`config.mk`:
```
export PLATFORM = sky130hd
export DESIGN_NAME = gcd_unit_param
export DESIGN_NICKNAME = d
export VERILOG_FILES = /design/src/rtl/gcd_unit_param.sv
export SDC_FILE = /design/constraint.sdc
export NUM_CORES = 1
export LEC_CHECK = 0
export ABC_AREA = 1
export CAP_MARGIN = 40
export CELL_PAD_IN_SITES_DETAIL_PLACEMENT = 1
export CELL_PAD_IN_SITES_GLOBAL_PLACEMENT = 2
export CORE_MARGIN = 3
export CORE_UTILIZATION = 30
export DETAILED_ROUTE_END_ITERATION = 8
export HOLD_SLACK_MARGIN = 0.1
export PLACE_DENSITY = 0.79
export SYNTH_ARGS = -nofsm -noshare
export SYNTH_HDL_FRONTEND = slang
export SYNTH_SLANG_ARGS = --single-unit
```
`constraint.sdc`:
```
create_clock -name clk_i -period 2.55 [get_ports clk_i]
set_clock_uncertainty 0.15 [all_clocks]
set_input_delay 0.3825 -clock clk_i [delete_from_list [all_inputs] [get_ports clk_i]]
set_output_delay 0.3825 -clock clk_i [all_outputs]
set_load 0.1 [all_outputs]
```
`src/rtl/gcd_unit_param.sv`:
```
// Width-parametrised subtract-and-swap GCD engine with valid/ready request and response channels.
// Optional per-request CALC cycle counter on cycles_o when GCD_CYCLE_CNT_EN is defined.
module gcd_unit_param #(
  parameter int WIDTH = 16,
  parameter int CNT_W = WIDTH + 2
) (
  input  logic             clk_i,
  input  logic             rst_ni,
  input  logic             req_valid_i,
  output logic             req_ready_o,
  input  logic [WIDTH-1:0] a_i,
  input  logic [WIDTH-1:0] b_i,
  output logic             resp_valid_o,
  input  logic             resp_ready_i,
  output logic [WIDTH-1:0] result_o,
  output logic             busy_o
`ifdef GCD_CYCLE_CNT_EN
  ,
  output logic [CNT_W-1:0] cycles_o
`endif
);

  typedef enum logic [1:0] {
    IDLE = 2'd0,
    CALC = 2'd1,
    DONE = 2'd2
  } state_e;

  state_e           state_q, state_d;
  logic [WIDTH-1:0] a_q, a_d;
  logic [WIDTH-1:0] b_q, b_d;
  logic [WIDTH-1:0] result_q, result_d;
  logic             req_ready_q, req_ready_d;
  logic             resp_valid_q, resp_valid_d;
  logic             busy_q, busy_d;

`ifdef GCD_CYCLE_CNT_EN
  logic [CNT_W-1:0] cnt_q, cnt_d;
  logic [CNT_W-1:0] cycles_q, cycles_d;
  logic [CNT_W-1:0] cnt_inc;

  // The count includes the current CALC cycle, so the latched value covers the final B==0 cycle.
  assign cnt_inc = (cnt_q == {CNT_W{1'b1}}) ? cnt_q : cnt_q + CNT_W'(1);
`endif

  always_comb begin
    state_d      = state_q;
    a_d          = a_q;
    b_d          = b_q;
    result_d     = result_q;
`ifdef GCD_CYCLE_CNT_EN
    cnt_d        = cnt_q;
    cycles_d     = cycles_q;
`endif
    unique case (state_q)
      IDLE: begin
        if (req_valid_i) begin
          a_d     = a_i;
          b_d     = b_i;
`ifdef GCD_CYCLE_CNT_EN
          cnt_d   = '0;
`endif
          state_d = CALC;
        end
      end
      CALC: begin
`ifdef GCD_CYCLE_CNT_EN
        cnt_d = cnt_inc;
`endif
        if (b_q == '0) begin
          result_d = a_q;
`ifdef GCD_CYCLE_CNT_EN
          cycles_d = cnt_inc;
`endif
          state_d  = DONE;
        end else if (a_q < b_q) begin
          a_d = b_q;
          b_d = a_q;
        end else begin
          a_d = a_q - b_q;
        end
      end
      DONE: begin
        if (resp_ready_i) begin
          state_d = IDLE;
        end
      end
      default: begin
        state_d = IDLE;
      end
    endcase

    // Handshake outputs are decoded from the next state so they come straight out of flops.
    req_ready_d  = (state_d == IDLE);
    resp_valid_d = (state_d == DONE);
    busy_d       = (state_d == CALC) || (state_d == DONE);
  end

  always_ff @(posedge clk_i or negedge rst_ni) begin
    if (!rst_ni) begin
      state_q      <= IDLE;
      a_q          <= '0;
      b_q          <= '0;
      result_q     <= '0;
      req_ready_q  <= 1'b1;
      resp_valid_q <= 1'b0;
      busy_q       <= 1'b0;
`ifdef GCD_CYCLE_CNT_EN
      cnt_q        <= '0;
      cycles_q     <= '0;
`endif
    end else begin
      state_q      <= state_d;
      a_q          <= a_d;
      b_q          <= b_d;
      result_q     <= result_d;
      req_ready_q  <= req_ready_d;
      resp_valid_q <= resp_valid_d;
      busy_q       <= busy_d;
`ifdef GCD_CYCLE_CNT_EN
      cnt_q        <= cnt_d;
      cycles_q     <= cycles_d;
`endif
    end
  end

  assign req_ready_o  = req_ready_q;
  assign resp_valid_o = resp_valid_q;
  assign result_o     = result_q;
  assign busy_o       = busy_q;
`ifdef GCD_CYCLE_CNT_EN
  assign cycles_o     = cycles_q;
`endif

endmodule

```
; ---- Word level (Yosys, flattened, before mapping)
; Cells that the tools add are included.
[totals]
word_cells = 36
latch_bits = 0
n_memories = 0
mem_bits_rw = 0
in_bits = 36
out_inout_bits = 19
register_bits = 53
mem_bits_ro = 0
[classes]
n_addsub = 1
eq_ne = 7
n_bitwise = 0
n_shift = 0
n_reduce_logical = 8
div = 0
mul = 0
n_lt_le_gt_ge = 1
mux = 12
[op_table]
columns = operator, n
row1 = $mux 16, 6
row2 = $pmux 16 s2, 2
row3 = $logic_not 16->1, 1
row4 = $lt 16x16->1, 1
row5 = $sub 16x16->16, 1
row6 = $mux 2, 3
row7 = $ne 2x2->1 const B, 3
row8 = $pmux 2 s3, 1
row9 = $eq 2x1->1 const B, 2
row10 = $eq 2x2->1 const B, 2
row11 = $logic_not 2->1, 2
row12 = $reduce_and 4->1, 1
row13 = $reduce_and 3->1, 1
row14 = $reduce_and 2->1, 1
row15 = $reduce_bool 2->1, 1
row16 = $logic_or 1x1->1, 1

; ---- Longest topological paths before layout
; Gate-level depths: netlist of the first run.
[logic_depth]
ltp_word = 5
ltp_mapped = 15
ltp_nobuf = 14

; ---- Worst setup path after synthesis of the first run
; No wires, ideal clock.
[synth_timing]
path_type = reg2reg
startpoint = reg a_q[0]
endpoint = reg b_q[10]
n_path_buf = 1
path_slack_ps = 347
setup_time_ps = 116
period_less_slack_ps = 2203
arrival_time_ps = 1937
stages_incl_launch_ff = 15
t_required_ps = 2284
cell_sequence = dfrtp_1 inv_1 ha_1 fa_1 inv_1 nand2_1 nand2_1 nand3_1 nand2_1 nand2_4 nand2_8 nand2_8 buf_4 nand3_1 nand2_1
[synth_via]
elab_chain_len = 3
[synth_lines]
columns = item, line_no
row1 = "start, declared", 30  ; logic [WIDTH-1:0] a_q, a_d;
row2 = "start signal, assigned", 102  ; a_q <= '0;
row3 = "start signal, assigned", 114  ; a_q <= a_d;
row4 = $lt 16x16->1, 76  ; end else if (a_q < b_q) begin
row5 = $ne 2x2->1 (no line), --
row6 = $reduce_and 4->1 (no line), --
row7 = "end signal, assigned", 103  ; b_q <= '0;
row8 = "end signal, assigned", 115  ; b_q <= b_d;
row9 = "end, declared", 31  ; logic [WIDTH-1:0] b_q, b_d;
; No other way between the ends.
; A chain may end at the register's enable or synchronous reset.

; ---- Worst setup path after layout of the first run
[layout_timing]
startpoint = reg a_q[0]
endpoint = reg a_q[2]
[layout_via]
elab_chain_len = 4
word_cells_on_any_way = 5
classes_between = 1 x add/sub / 1 x order compare / 3 x mux
[layout_lines]
columns = item, line_no
row1 = $sub 16x16->16 or $lt 16x16->1 (tied branches), "80, 76"
row2 = $mux 16 (*), 76
row3 = $mux 16 (*), 70  ; if (b_q == '0) begin
row4 = $pmux 16 s2 (*), 55  ; unique case (state_q)
; Mark *: on every way between the ends. The rest lies on a longest branch, timed or not. The select of a mux whose other input is x is not followed.

==> results of run 1 <==
==> critical path: stages, from the launching register on <==
cell and delay (ps):
dfrtp_1 340, inv_1 70, ha_1 240, fa_2 370, inv_1 80, nand2_1 50
nand2_1 110, nand3_2 90, nand2_2 130, nand2_8 100, nand2_8 140, buf_4 170
nand2_1 60, nand3_1 90, a21oi_2 70
==> registers in the layout, indices dropped and copies added (netlist names) <==
register	flops
busy_o	1
b_q	16
req_ready_o	1
result_o	16
a_q	16
resp_valid_o	1
state_q	2
==> kinds of logic (layout without fill, tap and decap cells) <==
family	Yosys count	count (layout)	synth area share
adders and majority gates	19	19	0.0634
and+or+nand+nor	345	347	0.382
DFF	53	53	0.343
buffers and inverters	119	174	0.128
AOI/OAI and AO/OA	48	48	0.0698
xor gates and xnor gates	6	6	0.0136
==> cell type report <==
cell class,count,share of cell area
clock inverter,2,0.00815
tap,168,0.0441
timing repair buffer,67,0.123
sequential,53,0.279
multi-input combinational,420,0.440
inverter,99,0.0780
clock buffer,6,0.0271
==> metrics by stage <==
step | std cells | worst slack, ps | util
after floorplan | 590 | 347 | -
after global placement | 799 | 143 | 0.366
after detailed placement | 799 | 66.1 | 0.366
after CTS | 808 | 32.4 | 0.380
after global routing | 815 | 13.3 | 0.387
final | 815 | 177 | 0.387
==> timing repair <==
action	4_1_cts	5_1_grt
hold endpoints to repair	3	0
hold buffers	1	0
setup endpoints to repair	0	32
setup buffers	0	5
gates resized for setup	0	5
==> routing by layer <==
metal / vias to the layer above / global-route usage / routed length, um
met5: - / 0 / 0
met4: 0 / 0.0437 / 174
met3: 10 / 0.0212 / 350
met2: 53 / 0.277 / 5590
met1: 1765 / 0.261 / 6410
li1: 1922 / - / -
==> how the worst min path moves through the flow <==
stage | from | end | slack [ps] | cells after the start
floorplan | rst_ni | a_q[0]$_DFFE_PN0P_ | -60 | 0
global placement | b_q[7]$_DFFE_PN0P_ | b_q[7]$_DFFE_PN0P_ | 310 | 2
detailed placement | b_q[14]$_DFFE_PN0P_ | b_q[14]$_DFFE_PN0P_ | 310 | 2
CTS | b_q[14]$_DFFE_PN0P_ | b_q[14]$_DFFE_PN0P_ | 330 | 2
global route | b_q[15]$_DFFE_PN0P_ | b_q[15]$_DFFE_PN0P_ | 370 | 2
finish | b_q[14]$_DFFE_PN0P_ | b_q[14]$_DFFE_PN0P_ | 330 | 2
==> Yosys cell counts, drive strengths merged <==
cell type    n
ha          18
nor2        65
nor3         3
xnor2        3
fa           1
xor2         3
nand3       60
and2         2
o21ai       21
a22oi        1
clkbuf       2
nand4        7
a21oi       25
nand2      208
dfrtp       52
a21boi       1
inv         99
buf         18
dfstp        1
==> results.ini, run 1 <==
[run_status]
status=completed

[placed_design]
dp_hpwl_um=9510
place_area_um2=4500
port_buffers=54
gp_congestion=0.800

[cts]
cts_buffer_depth=2
numCtsBuffers=5
clockRootBuffer=clkbuf_16
path_clk_slew_ps=70
htreeDepth=2
cts_num_sinks=53
clk_latency_ps=300
cts_tree=built

[timing]
setup_violations=0
fmax_mhz=421
hold_ws_ps=327
setup_tns_ps=0
slew_headroom=0.518
hold_viol=0
post-route-period-util=0.930
fin_crit_ps=2370
finalMaxSlewViolations=0
rsz0062_at_grt=false
worst_pin_slew_ps=722

[routing]
drt_iter0_markers=141
drc=0
wl_per_cell_um=15.4
firstDrtPassIters=4
wl_um=12500
via_per_inst=4.60
ant_nets=0
vias=3750

[die]
die_w_um=120
die_h_um=120
core_um2=12300
rows=40
start_util=0.314
dieArea_um2=14300
ios=55

[cells_and_area]
mostFrequentLayoutCells=201 x nand2_1, 93 x inv_1, 63 x nor2_1, 59 x nand3_1, 52 x dfrtp_1
syn2layout_area_growth_pct=23.1
seqCellArea_um2=1330
nNetsFinal=701
final_common_cell=nand2_1
drive_gt1_frac=0.0974
final_cell_area_um2=4760
fillers=1620
diodes=0
multi_input_area_um2=2100

[global_routing]
grt_pass1_vias=3926
grt.total_usage=0.177
grt_max_degree=54
grt_pass1_wl_um=20300
grt-ovfl-total=0
antenna_found_initial=0

[yosys]
synth_cell_types=30
seq_area_frac_synth=0.343
syn_avg_cell_area_um2=6.56
syn_area_um2=3870
synthCells=590
synth_top_area_cell=dfrtp_1
yosys_warnings=0
synth_fp_nets=645
ys_ff_latch=53
synth_top_area_share=0.336
synthTopCellsByArea=dfrtp_1 34%, nand2_1 20%, inv_1 9.0%, nand3_1 7.8%, nor2_1 6.1%

[setup_path]
rr_endpoint=a_q[2]$_DFFE_PN0P_
worstReg2RegStart=a_q[0]$_DFFE_PN0P_
critPathMaxFanout=10
critPathLaunch=a_q[0]$_DFFE_PN0P_
required_ps=2590
endpoint=a_q[2]$_DFFE_PN0P_
cp-end-kind=flop
rr_worst_depth=14
start_kind=flop
rrSetupSlack_ps=180
crit_arrival_ps=2410
worstSetupPathType=flop to flop

[hold_path]
hp-class=flop to flop

[run]
cap_violations=0

Power of run 1 is not shown: default switching activity piles up to over one toggle a cycle in this logic, so the estimate is an artifact.
==> run 2: changes to the inputs <==
--- a/config.mk
+++ b/config.mk
@@ -11,7 +11,9 @@
 export CELL_PAD_IN_SITES_GLOBAL_PLACEMENT = 2
 export CORE_MARGIN = 3
 export CORE_UTILIZATION = 30
+export CTS_CLUSTER_DIAMETER = 50
 export DETAILED_ROUTE_END_ITERATION = 8
+export GPL_TIMING_DRIVEN = 1
 export HOLD_SLACK_MARGIN = 0.1
 export PLACE_DENSITY = 0.79
 export SYNTH_ARGS = -nofsm -noshare
==> constraint.sdc (replaced) <==
create_clock -name clk_i -period 2.4 [get_ports clk_i]
set_clock_uncertainty 0.15 [all_clocks]
set_input_delay 0.36 -clock clk_i [delete_from_list [all_inputs] [get_ports clk_i]]
set_output_delay 0.36 -clock clk_i [all_outputs]
set_load 0.1 [all_outputs]
==> run 2 against run 1 <==
Net effect:
- hold slack worse by 3.6 ps
- die area unchanged
- final cell count up 1.3%
- flip-flop and latch count unchanged
- sequential share of layout area decreased by 1.2 points
- cell area increased by 4.6%
- fmax rose by 5.5%
- worst setup slack got worse by 27 ps
- register-to-register slack got worse by 30 ps
- highest routed layer unchanged
==> results.ini, run 2 (synthesis results as in run 1) <==
[run_status]
status=completed

[routing]
via_per_inst=4.63
drc=0
wl_um=12700
ant_nets=0
vias=3821
firstDrtPassIters=4
wl_per_cell_um=15.3
drt_iter0_markers=157

[placed_design]
dp_hpwl_um=9710
dpl_worst_slack_ps=-57.3
port_buffers=54
gp_congestion=0.837

[global_routing]
grt.total_usage=0.182
grt_pass1_wl_um=21000
antenna_found_initial=0
grt_max_degree=54
grt_pass1_vias=4008
grt-ovfl-total=0

[timing]
setup_tns_ps=0
slew_headroom=0.496
post-route-period-util=0.937
fin_ws_ps=151
fmax_mhz=445
fin_crit_ps=2250
worst_pin_slew_ps=755
hold_viol=0
finalMaxSlewViolations=0
setup_violations=0

[cts]
clk_latency_ps=300
cts_num_sinks=53
htreeDepth=2
cts_buffer_depth=2
cts_tree=built
numCtsBuffers=5
path_clk_slew_ps=70
clockRootBuffer=clkbuf_16

[cells_and_area]
syn2layout_area_growth_pct=28.7
nNetsFinal=712
final_common_cell=nand2_1
diodes=0
mostFrequentLayoutCells=199 x nand2_1, 89 x inv_1, 62 x nor2_1, 59 x nand3_1, 51 x dfrtp_1
utilization=0.404
drive_gt1_frac=0.138

[setup_path]
cp_slowest_stage_delay_ps=450
cp-end-kind=flop
crit_top_cell=nand2_1
rr_worst_depth=11
crit_arrival_ps=2320
worst-path-buf-inv=2
start_kind=flop
cp.depth=11
crit_family=simple AND/OR/NAND/NOR gates
cpMaxStageDelayCell=dfrtp_2
critPathMaxFanout=7
required_ps=2470
crit_chain=ha_1 -> nand2_2 -> inv_2 -> nand2_1 -> nand2_1 -> a21oi_4 -> nand2_8 -> buf_12 -> nand2_1 -> nand3_1 -> a21oi_1
worstSetupPathType=flop to flop

[die]
dieArea_um2=14300
start_util=0.314
rows=40
core_um2=12300
ios=55
die_h_um=120
die_w_um=120

[run]
cap_violations=0

[hold_path]
hp-class=flop to flop
hold_path_depth=2

==> run 2: through the flow <==
step / cells / hold slack, ps / area (um2)
5_1_grt: 826 / 346 / 4980
3_5_place_dp: 809 / 235 / 4590
2_1_floorplan: 590 / -85.6 / 3870
3_3_place_gp: 809 / 231 / 4590
4_1_cts: 823 / 330 / 4820
6_report: 826 / 323 / 4980
==> run 2: metal layers <==
layer  global-route usage  part of all wire
met4               0.0322            0.0074
met2                0.292              0.46
met5                    0                 0
met3               0.0221             0.036
met1                0.267              0.50
==> run 2: final cells by class <==
cell class	instances	area, um2
fill	1631	7330
multi-input combinational	421	2220
sequential	53	1330
timing repair buffer	77	704
inverter	99	372
tap	168	210
clock buffer	6	129
clock inverter	2	15.0
==> run 2: path summary, 6_finish.rpt <==
path,from,endpoint,slack (ps)
worst min-delay path,b_q[15]$_DFFE_PN0P_,b_q[15]$_DFFE_PN0P_,320
max in group asynchronous,rst_ni,req_ready_o$_DFF_PN1_,1350
worst min register to register,b_q[15]$_DFFE_PN0P_,b_q[15]$_DFFE_PN0P_,320
min in group asynchronous,rst_ni,result_o[2]$_DFFE_PN0P_,430
worst max register to register,a_q[10]$_DFFE_PN0P_,a_q[0]$_DFFE_PN0P_,150
worst max-delay path,a_q[10]$_DFFE_PN0P_,a_q[0]$_DFFE_PN0P_,150
==> run 2: timing repair <==
item                                    in CTS  in global routing
setup buffers                                2                  3
cloned                                       3                  0
pin swaps                                    2                  7
hold endpoints to repair                    52                  0
gates resized for setup                      3                 28
hold buffers                                 1                  0
endpoints found under the setup margin      23                 32
==> run 2: worst min-delay path, stage by stage, from the launching register on <==
cell	delay, ps
dfrtp_1	350
nand2_1	50
nand2_1	40
Power of run 2 is left out for the same reason.
==> run 3: changes to the inputs <==
--- a/config.mk
+++ b/config.mk
@@ -10,12 +10,12 @@
 export CELL_PAD_IN_SITES_DETAIL_PLACEMENT = 1
 export CELL_PAD_IN_SITES_GLOBAL_PLACEMENT = 2
 export CORE_MARGIN = 3
-export CORE_UTILIZATION = 30
+export CORE_UTILIZATION = 32
 export CTS_CLUSTER_DIAMETER = 50
 export DETAILED_ROUTE_END_ITERATION = 8
 export GPL_TIMING_DRIVEN = 1
 export HOLD_SLACK_MARGIN = 0.1
-export PLACE_DENSITY = 0.79
+export PLACE_DENSITY = 0.84
 export SYNTH_ARGS = -nofsm -noshare
 export SYNTH_HDL_FRONTEND = slang
 export SYNTH_SLANG_ARGS = --single-unit
==> constraint.sdc (replaced) <==
create_clock -name clk_i -period 2.82 [get_ports clk_i]
set_clock_uncertainty 0.15 [all_clocks]
set_input_delay 0.423 -clock clk_i [delete_from_list [all_inputs] [get_ports clk_i]]
set_output_delay 0.423 -clock clk_i [all_outputs]
set_load 0.1 [all_outputs]
==> run 3 against run 2 <==
Net effect:
- critical path depth is 3 higher
- hold slack better by 5.2 ps
- worst setup slack better by 110 ps
==> results.ini, run 3 (synthesis results as in run 1) <==
[cells_and_area]
fin_cells=783
nNetsFinal=694
syn2layout_area_growth_pct=20.3
drive_gt1_frac=0.0828
mostFrequentLayoutCells=202 x nand2_1, 93 x inv_1, 63 x nor2_1, 60 x nand3_1, 52 x dfrtp_1
final_common_cell=nand2_1
diodes=0

[run]
cap_violations=0

[die]
dieArea_um2=13400
ios=55
start_util=0.333
rows=39
core_um2=11600
die_h_um=116
die_w_um=116

[routing]
vias=3743
ant_nets=0
firstDrtPassIters=4
drc=0
drt_iter0_markers=132
via_per_inst=4.78
wl_um=12100
wl_per_cell_um=15.5

[global_routing]
grt_pass1_vias=3993
grt_max_degree=46
grt.total_usage=0.191
grt-ovfl-total=0
grt_pass1_wl_um=20400
antenna_found_initial=0

[timing]
finalMaxSlewViolations=0
worst_pin_slew_ps=668
hold_viol=0
setup_violations=0
post-route-period-util=0.909
slew_headroom=0.554
setup_tns_ps=0
fin_crit_ps=2560
fmax_mhz=390
rsz0062_at_grt=false

[setup_path]
crit_arrival_ps=2650
cp-end-kind=flop
required_ps=2910
start_kind=flop
critPathMaxFanout=17
worstSetupPathType=flop to flop

[placed_design]
gp_congestion=0.838
dp_hpwl_um=9660
port_buffers=54
dp.cells=774

[cts]
post_cts_resize_count=0
numCtsBuffers=5
clk_latency_ps=300
htreeDepth=2
clockRootBuffer=clkbuf_16
cts_num_sinks=53
cts_tree=built
cts_buffer_depth=2
path_clk_slew_ps=80

[run_status]
status=completed

[hold_path]
hp-class=flop to flop

run 3: cell types whose count changed in the layout (fill, tap and decap cells not counted), sizes merged:
cell | before | now
inv | 99 | 100
nand2 | 211 | 208
buf | 42 | 27
clkinv | 0 | 1
clkinvlp | 2 | 0
run 3: what timing repair did:
action	4_1_cts	5_1_grt
hold buffers	1	0
setup buffers	0	0
hold endpoints to repair	19	0
run 3: worst paths after layout:
kind | startpoint | to | slack (ps) | cells after the start
setup reg to reg | a_q[0]$_DFFE_PN0P_ | b_q[13]$_DFFE_PN0P_ | 260 | 14
hold / removal | b_q[8]$_DFFE_PN0P_ | b_q[8]$_DFFE_PN0P_ | 330 | 2
min in group asynchronous | rst_ni | a_q[8]$_DFFE_PN0P_ | 500 | 2
hold reg to reg | b_q[8]$_DFFE_PN0P_ | b_q[8]$_DFFE_PN0P_ | 330 | 2
setup / recovery | a_q[0]$_DFFE_PN0P_ | b_q[13]$_DFFE_PN0P_ | 260 | 14
max in group asynchronous | rst_ni | b_q[10]$_DFFE_PN0P_ | 1300 | 4
run 3: layout make-up:
cell class	count	area [um2]
clock inverters	2	17.5
multi-input cells	418	2050
flip-flops and latches	53	1330
repair buffers	62	571
inverters	99	372
well taps	143	179
fillers	1534	6960
clock buffers	6	139
run 3: through the flow:
step	utilization	hold WS [ps]	cell area [um2]	setup WS, ps
after global routing	0.401	359	4660	5.49
after CTS	0.401	338	4660	243
after floorplan	-	-22.6	3870	617
after global placement	0.384	308	4460	366
final	0.401	328	4660	258
after detailed placement	0.387	282	4490	268
run 3: worst max-delay path, stage by stage (launching register included):
cell     delay [ps]
dfrtp_1         340
inv_1            70
ha_1            230
fa_1            410
inv_1           100
nand2_1          60
nand2_1         100
nand3_1         100
nand2_1         140
nand2_4         170
nand2_8         190
nand2_8         130
nand2_8         150
nand2_1          70
nand2_1          70
run 3: layer usage:
| layer | GRT usage | share of wire |
|---|---|---|
| met1 | 0.275 | 0.50 |
| met2 | 0.314 | 0.46 |
| met3 | 0.0251 | 0.037 |
| met4 | 0.0278 | 0.0062 |
| met5 | 0 | 0 |
Power of run 3 is left out for the same reason.
